===== config.mk =====
export PLATFORM = sky130hd
export DESIGN_NAME = comm_parallel_master_flat
export DESIGN_NICKNAME = d
export VERILOG_FILES = /design/src/rtl/comm_pkg.sv /design/src/rtl/comm_parallel_master_if.sv /design/src/rtl/comm_phase_timer.sv /design/src/rtl/comm_parallel_master.sv /design/src/flat_wrapper.sv
export SDC_FILE = /design/constraint.sdc
export NUM_CORES = 1
export LEC_CHECK = 0
export ABC_AREA = 0
export CORE_UTILIZATION = 38
export DETAILED_ROUTE_END_ITERATION = 6
export HOLD_SLACK_MARGIN = 0.08
export PLACE_DENSITY = 0.66
export SYNTH_ARGS = -nofsm -noshare
export SYNTH_HDL_FRONTEND = slang
export SYNTH_SLANG_ARGS = --single-unit

===== constraint.sdc =====
create_clock -name clk -period 3.15 [get_ports clk]
set_input_delay 0.315 -clock clk [delete_from_list [all_inputs] [get_ports clk]]
set_output_delay 0.315 -clock clk [all_outputs]
set_load 0.05 [all_outputs]

===== src/rtl/comm_pkg.sv =====
// rtl/comm_pkg.sv - shared types and constants for the parallel nibble bus master
package comm_pkg;

    localparam int NIBBLE_W       = 4;
    localparam int DEFAULT_ADDR_W = 9;

    typedef enum logic [2:0] {
        IDLE,
        SETUP,
        STROBE,
        HOLD,
        RESP
    } commState_t;

    function automatic int maxCyc(input int a, input int b, input int c);
        int m;
        m = (a > b) ? a : b;
        return (m > c) ? m : c;
    endfunction

endpackage


===== src/rtl/comm_parallel_master_if.sv =====
// rtl/comm_parallel_master_if.sv - host request/response and nibble bus signal bundle
interface comm_parallel_master_if #(
    parameter int ADDR_W = comm_pkg::DEFAULT_ADDR_W
);
    import comm_pkg::*;

    logic                reqValid;
    logic                reqReady;
    logic                reqWrite;
    logic [ADDR_W-1:0]   reqAddr;
    logic [7:0]          reqData;
    logic                rspValid;
    logic                rspReady;
    logic [7:0]          rspData;
    logic [ADDR_W-1:0]   busAddr;
    logic [NIBBLE_W-1:0] busDataOut;
    logic [NIBBLE_W-1:0] busDataIn;
    logic                busWrite;
    logic                busRead;

    modport master (
        input  reqValid, reqWrite, reqAddr, reqData, rspReady, busDataIn,
        output reqReady, rspValid, rspData, busAddr, busDataOut, busWrite, busRead
    );

    modport slave (
        output reqValid, reqWrite, reqAddr, reqData, rspReady, busDataIn,
        input  reqReady, rspValid, rspData, busAddr, busDataOut, busWrite, busRead
    );

endinterface


===== src/rtl/comm_phase_timer.sv =====
// rtl/comm_phase_timer.sv - loadable down-counter signalling the last cycle of a bus phase
module comm_phase_timer #(
    parameter int CNT_W = 2
) (
    input  logic             clk,
    input  logic             rstN,
    input  logic             load,
    input  logic [CNT_W-1:0] loadVal,
    output logic             done
);

    logic [CNT_W-1:0] count;

    always_ff @(posedge clk or negedge rstN) begin
        if (!rstN) begin
            count <= '0;
        end else if (load) begin
            count <= loadVal;
        end else if (count != '0) begin
            count <= count - CNT_W'(1);
        end
    end

    // Loading length-1 makes done high during the final cycle of the phase.
    assign done = (count == '0);

endmodule


===== src/rtl/comm_parallel_master.sv =====
// rtl/comm_parallel_master.sv - byte request to two strobed nibble transfers on the parallel bus
module comm_parallel_master
    import comm_pkg::*;
#(
    parameter int ADDR_W     = DEFAULT_ADDR_W,
    parameter int SETUP_CYC  = 1,
    parameter int STROBE_CYC = 2,
    parameter int HOLD_CYC   = 1
) (
    input  logic                       clk,
    input  logic                       rstN,
    comm_parallel_master_if.master     bus
);

    localparam int CNT_W = $clog2(maxCyc(SETUP_CYC, STROBE_CYC, HOLD_CYC) + 1);
    localparam logic [CNT_W-1:0] SETUP_LD  = CNT_W'(SETUP_CYC - 1);
    localparam logic [CNT_W-1:0] STROBE_LD = CNT_W'(STROBE_CYC - 1);
    localparam logic [CNT_W-1:0] HOLD_LD   = CNT_W'(HOLD_CYC - 1);

    commState_t          state, nextState;
    logic                idx;
    logic                wrLatched;
    logic [NIBBLE_W-1:0] dataHi;
    logic                timerLoad;
    logic [CNT_W-1:0]    timerVal;
    logic                phaseDone;
    logic                accept;

    assign accept = (state == IDLE) && bus.reqValid && bus.reqReady;

    comm_phase_timer #(.CNT_W(CNT_W)) phaseTimer (
        .clk     (clk),
        .rstN    (rstN),
        .load    (timerLoad),
        .loadVal (timerVal),
        .done    (phaseDone)
    );

    always_comb begin
        nextState = state;
        timerLoad = 1'b0;
        timerVal  = '0;
        case (state)
            IDLE: if (accept) begin
                nextState = SETUP;
                timerLoad = 1'b1;
                timerVal  = SETUP_LD;
            end
            SETUP: if (phaseDone) begin
                nextState = STROBE;
                timerLoad = 1'b1;
                timerVal  = STROBE_LD;
            end
            STROBE: if (phaseDone) begin
                nextState = HOLD;
                timerLoad = 1'b1;
                timerVal  = HOLD_LD;
            end
            HOLD: if (phaseDone) begin
                if (!idx) begin
                    nextState = SETUP;
                    timerLoad = 1'b1;
                    timerVal  = SETUP_LD;
                end else begin
                    nextState = RESP;
                end
            end
            RESP: if (bus.rspReady) nextState = IDLE;
            default: nextState = IDLE;
        endcase
    end

    // Every handshake and strobe output is a flop fed from nextState, so it is glitch-free
    // and aligned with the state it belongs to.
    always_ff @(posedge clk or negedge rstN) begin
        if (!rstN) begin
            state          <= IDLE;
            idx            <= 1'b0;
            wrLatched      <= 1'b0;
            dataHi         <= '0;
            bus.reqReady   <= 1'b0;
            bus.rspValid   <= 1'b0;
            bus.rspData    <= '0;
            bus.busAddr    <= '0;
            bus.busDataOut <= '0;
            bus.busWrite   <= 1'b0;
            bus.busRead    <= 1'b0;
        end else begin
            state        <= nextState;
            bus.reqReady <= (nextState == IDLE);
            bus.rspValid <= (nextState == RESP);
            bus.busWrite <= (nextState == STROBE) && wrLatched;
            bus.busRead  <= (nextState == STROBE) && !wrLatched;

            if (accept) begin
                wrLatched      <= bus.reqWrite;
                idx            <= 1'b0;
                dataHi         <= bus.reqWrite ? bus.reqData[7:4] : '0;
                bus.busAddr    <= bus.reqAddr;
                bus.busDataOut <= bus.reqWrite ? bus.reqData[3:0] : '0;
                bus.rspData    <= '0;
            end

            if (state == STROBE && phaseDone && !wrLatched) begin
                if (idx) bus.rspData[7:4] <= bus.busDataIn;
                else     bus.rspData[3:0] <= bus.busDataIn;
            end

            // Address increment wraps naturally at ADDR_W bits.
            if (state == HOLD && phaseDone && !idx) begin
                idx            <= 1'b1;
                bus.busAddr    <= bus.busAddr + ADDR_W'(1);
                bus.busDataOut <= dataHi;
            end
        end
    end

endmodule

===== src/flat_wrapper.sv =====
// flat-port wrapper written by rule: the top's interface ports become plain ports
module comm_parallel_master_flat import comm_pkg::*;
#(
    parameter int ADDR_W     = DEFAULT_ADDR_W,
    parameter int SETUP_CYC  = 1,
    parameter int STROBE_CYC = 2,
    parameter int HOLD_CYC   = 1
)
  (clk, rstN, bus_reqValid, bus_reqWrite, bus_reqAddr, bus_reqData, bus_rspReady, bus_busDataIn, bus_reqReady, bus_rspValid, bus_rspData, bus_busAddr, bus_busDataOut, bus_busWrite, bus_busRead);
  comm_parallel_master_if #(.ADDR_W(ADDR_W)) bus_i ();
  input  logic clk;
  input  logic rstN;
  input wire logic [$bits(bus_i.reqValid)-1:0] bus_reqValid;
  input wire logic [$bits(bus_i.reqWrite)-1:0] bus_reqWrite;
  input wire logic [$bits(bus_i.reqAddr)-1:0] bus_reqAddr;
  input wire logic [$bits(bus_i.reqData)-1:0] bus_reqData;
  input wire logic [$bits(bus_i.rspReady)-1:0] bus_rspReady;
  input wire logic [$bits(bus_i.busDataIn)-1:0] bus_busDataIn;
  output wire logic [$bits(bus_i.reqReady)-1:0] bus_reqReady;
  output wire logic [$bits(bus_i.rspValid)-1:0] bus_rspValid;
  output wire logic [$bits(bus_i.rspData)-1:0] bus_rspData;
  output wire logic [$bits(bus_i.busAddr)-1:0] bus_busAddr;
  output wire logic [$bits(bus_i.busDataOut)-1:0] bus_busDataOut;
  output wire logic [$bits(bus_i.busWrite)-1:0] bus_busWrite;
  output wire logic [$bits(bus_i.busRead)-1:0] bus_busRead;
  assign bus_i.reqValid = bus_reqValid;
  assign bus_i.reqWrite = bus_reqWrite;
  assign bus_i.reqAddr = bus_reqAddr;
  assign bus_i.reqData = bus_reqData;
  assign bus_i.rspReady = bus_rspReady;
  assign bus_i.busDataIn = bus_busDataIn;
  assign bus_reqReady = bus_i.reqReady;
  assign bus_rspValid = bus_i.rspValid;
  assign bus_rspData = bus_i.rspData;
  assign bus_busAddr = bus_i.busAddr;
  assign bus_busDataOut = bus_i.busDataOut;
  assign bus_busWrite = bus_i.busWrite;
  assign bus_busRead = bus_i.busRead;
  comm_parallel_master #(.ADDR_W(ADDR_W), .SETUP_CYC(SETUP_CYC), .STROBE_CYC(STROBE_CYC), .HOLD_CYC(HOLD_CYC)) u_core (.clk(clk), .rstN(rstN), .bus(bus_i));
endmodule

; Word level (Yosys, flattened, before mapping)
; Index checks and enable logic that the tools add are counted.
[totals]
ff_bits = 36
inputBits = 26
[op_classes]
addsub = 2
n_eq_ne = 6
n_mux = 28
n_reduce_logical = 17
[ops]
columns = op, n
row1 = $mux 4, 6
row2 = $mux 3, 6
row3 = $mux 9, 2
row4 = $mux 8, 2
row5 = $pmux 3 s5, 1
row6 = $add 9x1->9 const B, 1
row7 = $eq 3x2->1 const B, 3
row8 = $logic_and 1x1->1, 8
row9 = $mux 1, 7
row10 = $eq 3x3->1 const B, 2
row11 = $logic_not 3->1, 2
row12 = $mux 2, 3
row13 = $reduce_bool 2->1, 3
row14 = $eq 3x1->1 const B, 1
row15 = $pmux 1 s3, 1
row16 = $logic_not 1->1, 2
row17 = $logic_not 2->1, 1
row18 = $reduce_or 2->1, 1
row19 = $sub 2x1->2 const B, 1

; Depth between registers and ports, before layout
[logic_depth]
ltp_word = 7
ltp_mapped = 7
ltp_nobuf = 6

; By module
; From an unflattened synthesis, not the netlist that was laid out.
[unflattened]
cells_unflattened = 186
area_unflattened_um2 = 1805.5
[modules_own_cells]
columns = module, instances, cells_each, area_each_um2, seq_area_each_um2
row1 = comm_parallel_master, 1, 174, 1691.6, 850.8
row2 = comm_phase_timer, 1, 12, 113.9, 50.0

; Least setup slack after synthesis
; No wires, ideal clock.
[synth_timing]
kind = reg-to-reg
startpoint = reg u_core.phaseTimer.count[0]
endpoint = reg u_core.bus.busAddr[6]
arrival_ns = 1.563
path_slack_ns = 1.465
stages_incl_launch_ff = 7
synth_period_minus_slack_ns = 1.685
path_cell_list = dfrtp_1 inv_1 ha_1 nand2_1 nor3_4 mux2_2 o221a_2
[synth_between]
elab_chain_len = 4
[synth_lines]
columns = element, line_no
row1 = "start, declared", comm_phase_timer.sv:12  ; logic [CNT_W-1:0] count;
row2 = "start signal, assigned", comm_phase_timer.sv:18  ; count <= loadVal;
row3 = "start signal, assigned", comm_phase_timer.sv:20  ; count <= count - CNT_W'(1);
row4 = $logic_not 2->1 *, comm_phase_timer.sv:25  ; assign done = (count == '0);
row5 = $logic_and 1x1->1 * (2 in series), comm_parallel_master.sv:110  ; if (state == HOLD && phaseDone && !idx) begin
row6 = $mux 9 or $reduce_bool 2->1 (tied branches), --
row7 = "end signal, assigned", comm_parallel_master.sv:99  ; bus.busAddr <= bus.reqAddr;
row8 = "end signal, assigned", comm_parallel_master.sv:112  ; bus.busAddr <= bus.busAddr + ADDR_W'(1);
row9 = "end, declared", comm_parallel_master_if.sv:23  ; output reqReady, rspValid, rspData, busAddr, busDataOut, busWrite, busRead
; Mark *: on every way between the ends. The rest lies on a longest branch, timed or not.
; A chain may end at the register's enable or synchronous reset.

; Worst setup path after layout
[layout_timing]
startpoint = reg u_core.state[0]
endpoint = reg u_core.bus.busDataOut[1]
[layout_between]
elab_chain_len = 4
[layout_lines]
columns = element, line_no
row1 = "start, declared", comm_parallel_master.sv:20  ; commState_t state, nextState;
row2 = "start signal, assigned", comm_parallel_master.sv:89  ; state <= nextState;
row3 = $eq 3x2->1 or $logic_not 3->1 (tied branches), "comm_parallel_master.sv:110, comm_parallel_master.sv:29"
row4 = $logic_and 1x1->1 (on tied branches) (2 in series), "comm_parallel_master.sv:110, comm_parallel_master.sv:29"
row5 = $mux 4 or $reduce_bool 2->1 (tied branches), --
row6 = "end signal, assigned", comm_parallel_master.sv:100  ; bus.busDataOut <= bus.reqWrite ? bus.reqData[3:0] : '0;
row7 = "end signal, assigned", comm_parallel_master.sv:113  ; bus.busDataOut <= dataHi;
row8 = "end, declared", comm_parallel_master_if.sv:23
; Parallel ways exist; a longest one is shown, timed or not.

==> summary by stage <==
Timing
The accumulated negative setup slack is 0 ps. On the final layout, the worst hold slack is 116 ps. Setup repair after global routing left no endpoint under its margin. The transition time of the tightest slew-check pin is 818 ps.

Headroom to the max-slew limit came out at 45.5%. The count of endpoints failing setup in the final report is 0. Static timing analysis puts the maximum clock frequency at 462 MHz. Subtracting the final worst setup slack from the clock period gives 2170 ps. The final clock skew is 4.93 ps. The final-report max-slew violation count is 0. Of the available clock period, the critical path in the final layout requires 68.7%. The number of hold-slack violations in the final timing report is 0.

Clock network
The number of gates resized after CTS was 0. The CTS sink count is 36. For the worst-skew pair, the clock arrives at the later sink with an insertion delay of 290 ps. Hold repair after CTS inserted 0 buffers. After clock tree synthesis, the clock-pin slew on the worst setup and hold paths is 70 ps. The count of H-tree levels built during CTS is 2.

The number of buffers between clock root and the deepest sink is 2. The post-CTS repair timing setup buffer count is 0. The library cell used as clock root buffer is clkbuf_8. TritonCTS built the clock tree. TritonCTS created 5 clock buffers.

Logic synthesis
The number of synthesized register bits is 36. Yosys printed 0 warnings. The number of nets produced by synthesis is 211.

The synthesized area per cell is 10.1 um2. After synthesis, the cell types taking the most area are dfrtp_1 (49%), nand2_1 (5.1%), mux2i_1 (4.9%). Of all flip-flops after synthesis, the portion carrying an async set or reset was 100%.

The cell type with the largest total area after synthesis is dfrtp_1. The mapped netlist covers 1830 um2. The most used flip-flop cell after synthesis is dfrtp_1. Counting flops with a built-in enable in the synthesized netlist gives 0. The part of the Yosys area used for sequential elements is 49.2%. The synthesized instance count is 182. The unique cell type count in the Yosys netlist is 46. The portion of synthesized cell area occupied by the leading cell type is 49.2%.

Worst setup path
The arrival time at the worst endpoint is 2340 ps. The worst setup path is launched from a register. The critical path contains buffers and inverters numbering 0 combined. Traced cell by cell, the critical path runs through nor2_2, and4b_1, nor2_1, a221o_1. The critical path runs through a total of 4 cells. The capturing element type of the critical path is a register. By startpoint and endpoint, the worst setup path is classified as register to register.

For this design, the slowest cell found on the critical path is and4b_1. The data required time of the worst path is 3320 ps. The largest incremental delay on the critical path is 710 ps. In this run the worst path has a maximum fanout of 19. The cell depth of the worst flop-to-flop path is 4.

The cell family contributing the most delay on the critical path is simple AND/OR/NAND/NOR gates.

Placement
The number of instances in the placed design is 276. The global placer's final weighted congestion is 0.786. Detailed placement ended at an HPWL of 2700 um.

Input and output buffers added on the ports amount to 50.

Floorplan
The die footprint is 5100 um2. The height of the chip is 71.4 um. The die is 71.4 um wide. For this design the top-level I/O count stands at 51. The cell row count is 24. The initial standard-cell utilization of the core is 40.6%. The core area is 4500 um2.

Routing
The first-pass iteration count of the detailed router is 6. In the routed layout, each cell is associated on average with a via count of 5.36. For this block, the via count after detailed routing is 1517. After the first detailed-routing iteration, the DRC count stood at 73. The remaining routing DRC violations is 3.

The detail-routed net length per standard cell is 13.9 um. The number of nets with antenna violations after routing is 0. Summed over all layers, the routed wires come to 3930 um.

Pwr
The completed layout was analyzed and its total power is 2530 uW. Cell internal power was estimated by the tool at 1320 uW. The combinational share of power is 53.8%. Dividing total power by cell area gives a power density of 1050 nW/um2. The clock network fraction of design power is 12.6%.

The switching part of the total is 48.0%. The switching power of the nets is 1210 uW. The leakage power figure is 0.00109 uW. The worst voltage drop across the vdd grid is 0.000447 V. Per report_power, the sequential group accounts for 33.6% of the total.

Cells and area
Counting the fill cells in the layout gives 424. After the flow finishes, the layout carries non-filler instances totaling 283. The repair_antennas step left the layout with diodes totalling 0.

The fraction of final layout cells sized beyond drive strength 1 is 9.09%. From synthesis to final layout, the design area changed by 31.7%. The number of nets in the layout is 260.

Global routing
The first-pass GRT wire length is 6790 um. The initial antenna violation count came to 0. The remaining global-route overflow is 0.

Entering global routing, the biggest net connects 37 pins. The via count of the first global-routing pass was 1485. Across every metal layer, demand over resource in global routing totals 17.2%.

Outcome
The final reports fail on design-rule violations. The run finished, with violations left.

Flow run
The max-capacitance violation count is 0.

Hold path
The min-delay analysis places its worst path in the category primary input to asynchronous set/reset pin.
[layout make-up]
| type | count | area [um2] | share of cell area, % |
|---|---|---|---|
| clock buffer | 5 | 68.8 | 2.86 |
| clock inverter | 2 | 12.5 | 0.519 |
| multi-input combinational | 124 | 807 | 33.5 |
| tap | 52 | 65.1 | 2.70 |
| inverter | 12 | 45.0 | 1.87 |
| sequential | 36 | 901 | 37.4 |
| timing repair buffer | 52 | 510 | 21.2 |
[kinds of logic (layout without fill, tap and decap cells)]
family / after synthesis / after routing / share of synthesized area, %
multiplexers: 11 / 11 / 6.16
buffers and inverters: 22 / 71 / 6.63
AO/OA/AOI/OAI: 30 / 30 / 12.9
adder cells (fa/ha/maj): 3 / 3 / 2.05
flip-flops: 36 / 36 / 49.2
AND/OR/NAND/NOR: 77 / 77 / 21.6
XOR/XNOR: 3 / 3 / 1.44
[synthesized netlist by cell type (2+ instances only)]
cell,number
xnor2_1,2
nand3_1,10
nor2_1,21
nand4_1,2
o21ai_0,6
dfrtp_1,36
a221o_1,4
nand2_1,25
clkbuf_1,3
buf_4,2
inv_1,12
nor3b_1,2
ha_1,3
buf_6,4
a21o_1,2
mux2i_1,9
a21oi_1,3
nor3_1,2
and2_1,4
o221a_2,2
a211oi_1,2
mux2_2,2
[worst register-to-register path: cells and delay by family, from the launching register on]
family	cells	cell delay, ps
flops	1	540
compound gates	1	350
simple gates	3	1170
[layer usage]
layer | track usage, % | share of wire [%] | vias to the layer above
li1 | - | - | 732
met5 | 0 | 0 | -
met2 | 27.0 | 46 | 38
met4 | 6.00 | 1.3 | 0
met1 | 22.6 | 48 | 740
met3 | 5.20 | 5.3 | 7
[registers in the layout, indices dropped and copies added (netlist names)]
register                 flops
u_core.phaseTimer.count      2
u_core.bus.busAddr           9
u_core.idx                   1
u_core.bus.rspData           8
u_core.bus.rspValid          1
u_core.state                 3
u_core.bus.busDataOut        4
u_core.dataHi                4
u_core.bus.busRead           1
u_core.wrLatched             1
u_core.bus.busWrite          1
u_core.bus.reqReady          1
[power by group through the flow]
stage / Sequential [uW] / Combinational [uW] / Clock (uW)
finish: 849 / 1360 / 319
global placement: 853 / 1340 / 0
CTS: 851 / 1370 / 331
global route: 882 / 1460 / 353
floorplan: 1240 / 590 / 0
detailed placement: 857 / 1360 / 0
[worst paths after layout]
path / startpoint / end / slack [ps]
setup / recovery: u_core.state[0] / u_core.bus.busDataOut[1] / 980
setup reg to reg: u_core.state[0] / u_core.bus.busDataOut[1] / 980
hold reg to reg: u_core.dataHi[2] / u_core.dataHi[2] / 470
hold / removal: rstN / u_core.wrLatched / 120
min in group clk: u_core.dataHi[2] / u_core.dataHi[2] / 470
max in group asynchronous: rstN / u_core.state[2] / 2510
[through the flow]
stage,setup slack (ps),utilization (%),area [um2]
3_3_place_gp,998,51.7,2330
4_1_cts,988,53.5,2410
5_1_grt,816,53.5,2410
2_1_floorplan,1460,-,1830
3_5_place_dp,960,51.7,2330
6_report,984,53.5,2410
[placed cells by master, fill, tap and decap left out, types with 2 or more instances in the layout]
cell	Yosys	routed
ha_1	3	3
clkdlybuf4s50_1	0	49
nand4_1	2	2
nand2_1	25	25
inv_1	12	12
xnor2_1	2	2
a221o_1	4	4
clkbuf_8	0	5
mux2_2	2	2
o221a_2	2	2
nor2_1	21	21
a21o_1	2	2
nor3_1	2	2
buf_4	2	2
o21ai_0	6	6
dfrtp_1	36	36
mux2i_1	9	9
and2_1	4	4
a211oi_1	2	2
nor3b_1	2	2
a21oi_1	3	3
nand3_1	10	10
Power figures use the tool's default switching activity.
==> patch 1, RTL diff (same settings) <==
Reset style: synchronous (`rstN`), changed in 2 clocked blocks.
--- a/src/rtl/comm_phase_timer.sv
+++ b/src/rtl/comm_phase_timer.sv
@@ -11,7 +11,7 @@
 
     logic [CNT_W-1:0] count;
 
-    always_ff @(posedge clk or negedge rstN) begin
+    always_ff @(posedge clk) begin
         if (!rstN) begin
             count <= '0;
         end else if (load) begin
--- a/src/rtl/comm_parallel_master.sv
+++ b/src/rtl/comm_parallel_master.sv
@@ -72,7 +72,7 @@
 
     // Every handshake and strobe output is a flop fed from nextState, so it is glitch-free
     // and aligned with the state it belongs to.
-    always_ff @(posedge clk or negedge rstN) begin
+    always_ff @(posedge clk) begin
         if (!rstN) begin
             state          <= IDLE;
             idx            <= 1'b0;
Formal check against the unedited RTL: differs if rstN is asserted again (counterexample within 4 cycles, from zero or initial values and one cycle with rstN low); with rstN held inactive, the same outputs for 10 cycles.
==> patch 1 against the original RTL <==
- area after synthesis shrank 4.5%
- final area decreased by 3.8%
- sequential cell count unchanged
- maximum frequency increased by 8.3%
- clock skew increased by 0.0015 ns
- first-iteration DRC count decreased by 38%
- routed wire length rose by 0.18%
- worst setup slack improved by 0.17 ns
- highest routed layer unchanged
Power is not compared: it rests on default switching activity, and its combinational part moved more than twofold at a synthesized area within 25%.
==> patch 1: results (changes against the original RTL) <==
stage	metric	value	unit	change
layout	num-nonclk-inverters	5		-7
yosys	yosys-top-cells-area	dfxtp_1 (41%), a21boi_0 (7.7%), nand3_1 (5.2%)		
route	drt_iter0_drc	45		-38%
yosys	synth_fa_ha_area_frac	0.0215		+0.000970
hold_path	hold_class	flop to flop		
route	routed_wl	3.94	mm	+0.18%
yosys	synth-compound-area-share	0.229		+0.0999
route	wl_met1	1.91	mm	+2.3%
route	wl_met3	162	um	-22%
global_route	grt_pass1_vias	1469		-1.1%
route	via_per_inst	5.37		+0.18%
worst_setup_path	r2r-start	u_core.state[0]		
yosys	synth_xor_area_frac	0		-0.0144
yosys	async_reset_ff_frac	0		-1.00
global_route	grt_usage	0.167		-0.00433
global_route	grt_pass1_wl	6.58	mm	-3.0%
layout	areaGrowthSynthToFinish	32.7	%	
layout	nNonClkBuffers	50		-3.8%
layout	buffer_area_frac	0.216		+0.00414
status	outcome	finished clean		
layout	final-seq-area	721	sq um	-20%
yosys	syn_area_per_cell	9.05	sq um	-10%
route	avgRoutedWirePerCell	13.6	um	-1.9%
global_route	grt_max_degree	34		-8.1%
yosys	ys_seq_area_frac	0.413		-0.0799
placement	placedInstanceArea	2240	sq um	-3.8%
sta	fin_worst_skew	0.00646	ns	+0.00152 ns
sta	worst_pin_slew	1.01	ns	+0.194 ns
placement	dp.cells	282		+2.2%
route	drt_pass1_iterations	4		-2
layout	drive_gt1_frac	0.0675		-0.0234
yosys	synth_mux_area_frac	0		-0.0616
placement	place.gp.congestion	0.682		-13%
route	wl_met2	1.82	mm	+0.94%
layout	layout.nets	266		+2.3%
global_route	use_met2	0.280		+0.0101
placement	dpl.hpwl	2.69	mm	-0.31%
[patch 1: changes by cell type after synthesis, moves of 4 or more]
cell,change
mux2i_1,-9
nor3_1,+4
nor2_1,-15
inv_1,-7
dfxtp_1,+36
dfrtp_1,-36
a221o_1,-4
nand3b_1,+5
nand3_1,+8
a21boi_0,+17
[patch 1: worst max path at each step]
stage | from | end | slack (ns)
after floorplan | u_core.bus.busAddr[0] | u_core.bus.busAddr[8] | 1.37
after global placement | bus_reqValid | u_core.bus.busAddr[5] | 1.00
after detailed placement | bus_reqValid | u_core.bus.busAddr[8] | 1.01
after CTS | u_core.state[0] | u_core.bus.busAddr[8] | 1.13
after global routing | u_core.state[0] | u_core.bus.busDataOut[3] | 0.88
final | u_core.state[0] | u_core.bus.rspData[6] | 1.15
[patch 1: cell families (layout without fill, tap and decap cells)]
kind of cell | Yosys count | in the layout
fa+ha+maj | 3 | 3
buf+inv | 18 | 62
simple gates | 82 | 82
compound gates | 54 | 54
flops | 36 | 36
==> patch 2, RTL diff (same settings) <==
Without the edit above. `STROBE_CYC` is set to 2 in 2 places; all go to 4.
--- a/src/rtl/comm_parallel_master.sv
+++ b/src/rtl/comm_parallel_master.sv
@@ -4,7 +4,7 @@
 #(
     parameter int ADDR_W     = DEFAULT_ADDR_W,
     parameter int SETUP_CYC  = 1,
-    parameter int STROBE_CYC = 2,
+    parameter int STROBE_CYC = 4,
     parameter int HOLD_CYC   = 1
 ) (
     input  logic                       clk,
--- a/src/flat_wrapper.sv
+++ b/src/flat_wrapper.sv
@@ -3,7 +3,7 @@
 #(
     parameter int ADDR_W     = DEFAULT_ADDR_W,
     parameter int SETUP_CYC  = 1,
-    parameter int STROBE_CYC = 2,
+    parameter int STROBE_CYC = 4,
     parameter int HOLD_CYC   = 1
 )
   (clk, rstN, bus_reqValid, bus_reqWrite, bus_reqAddr, bus_reqData, bus_rspReady, bus_busDataIn, bus_reqReady, bus_rspValid, bus_rspData, bus_busAddr, bus_busDataOut, bus_busWrite, bus_busRead);
Behaviour: not the same (Yosys sat finds a counterexample within 10 cycles, from zero or initial values and one cycle with rstN low).
==> patch 2 against the original RTL <==
- routed wire length is 4.8% lower
- clock skew is 0.0032 ns higher
- die area is 2.9% lower
- highest routed layer unchanged
- power is 1.6% lower
- worst setup slack better by 0.055 ns
- largest cell class unchanged
- final area is 2.6% lower
- area after synthesis is 2.9% lower
- sequential cell count is 1 higher
- first-iteration DRC count is 8.2% lower
==> patch 2: results (changes against the original RTL) <==
stage	metric	value	unit	change
placement	placedInstanceArea	2260	sq um	-2.9%
layout	drive_gt1_frac	0.0500		-0.0409
yosys	async_reset_ff_frac	1.00		unchanged
yosys	synth_cell_type_count	42		-8.7%
global_route	grt_pass1_wl	6.53	mm	-3.9%
status	outcome	finished clean		
worst_setup_path	slowest_delay	0.67	ns	-0.04 ns
worst_setup_path	cp_max_fo	18		-1
route	avgRoutedWirePerCell	13.8	um	-0.93%
yosys	yosys-top-cells-area	dfrtp_1 (52%), nand2_1 (5.9%), nand3_1 (3.1%)		
pwr	p_int	1.33	mW	+0.90%
global_route	grt_max_degree	38		+2.7%
layout	layout.nets	249		-4.2%
global_route	use_met2	0.259		-0.0106
layout	stdcell_count	272		-3.9%
clocking	post_cts_buffers	0		unchanged
worst_setup_path	cp-startpoint	u_core.state[1]		
layout	fillCellCount	421		-0.71%
route	drt_pass1_iterations	4		-2
yosys	synth_nets	203		-3.8%
sta	fin_worst_skew	0.00816	ns	+0.00322 ns
placement	place.gp.congestion	0.771		-1.8%
clocking	cts-root-buf	clkbuf_8		
route	via_per_inst	5.34		-0.35%
pwr	irDropWorstVdd	0.438	mV	-1.8%
yosys	syn-instance-count	174		-4.4%
sta	worst_pin_slew	0.799	ns	-0.0189 ns
global_route	grt_use_met1	0.228		+0.00229
yosys	ys_seq_area_frac	0.521		+0.0290
worst_setup_path	arrival	2.28	ns	-0.06 ns
global_route	grt_usage	0.170		-0.00137
route	drt_iter0_drc	67		-8.2%
yosys	synth_commonest_cells	dfrtp_1 (37), nand2_1 (28), nor2_1 (13)		
global_route	grt_use_met3	0.0620		+0.0100
clocking	clkLatencyLatePin	0.29	ns	about the same
placement	dpl.hpwl	2.64	mm	-2.2%
placement	pre_cts_slack	1.00	ns	+0.0448 ns
global_route	grt_pass1_vias	1413		-4.8%
global_route	grt_antenna_before_repair	0		unchanged
pwr	leakage	1.02	nW	-6.1%
## patch 2: cell count changes after synthesis, moves of 3 or more
| cell | delta |
|---|---|
| nand2_1 | +3 |
| and4_1 | +4 |
| mux2i_1 | -7 |
| inv_1 | -10 |
| and3_1 | +4 |
| nor2_1 | -8 |
| and2_1 | -3 |
| o2bb2ai_1 | +3 |
| o21ai_0 | +4 |
## patch 2: power groups by stage
stage / sequential [mW] / combinational (mW) / clock, mW
finish: 0.873 / 1.28 / 0.337
global route: 0.914 / 1.38 / 0.365
CTS: 0.874 / 1.29 / 0.345
detailed placement: 0.877 / 1.29 / 0
global placement: 0.880 / 1.27 / 0
floorplan: 1.29 / 0.472 / 0
## patch 2: final cells by class
class,count,area [sq um],area share
flip-flops and latches,37,926,0.394
multi-input cells,123,759,0.324
repair buffers,51,503,0.214
clock buffers,7,86.3,0.0368
well taps,52,65.1,0.0277
inverters,2,7.51,0.00320
## patch 2: worst paths after layout
kind / depth (start not counted) / endpoint / slack, ns
worst max-delay path: 4 / u_core.bus.busDataOut[0] / 1.04
worst min-delay path: 1 / u_core.bus.busAddr[7] / 0.10
worst max register to register: 4 / u_core.bus.busDataOut[0] / 1.04
worst min register to register: 2 / u_core.dataHi[2] / 0.46
max in group asynchronous: 1 / u_core.bus.busAddr[4] / 2.53
min in group clk: 2 / u_core.dataHi[2] / 0.46
## patch 2: cells by family after synthesis
group,after synthesis,synth area share
adder cells (fa/ha/maj),3,0.0211
multiplexers,3,0.0197
buffers and inverters,14,0.0507
XOR/XNOR,1,0.00493
flip-flops,37,0.521
AND/OR/NAND/NOR,82,0.242
AO/OA/AOI/OAI,34,0.140
## patch 2: layer usage
metal	vias up	share of wire
met5	-	0
met4	0	0.0096
met3	5	0.052
met2	33	0.46
met1	690	0.48
li1	725	-
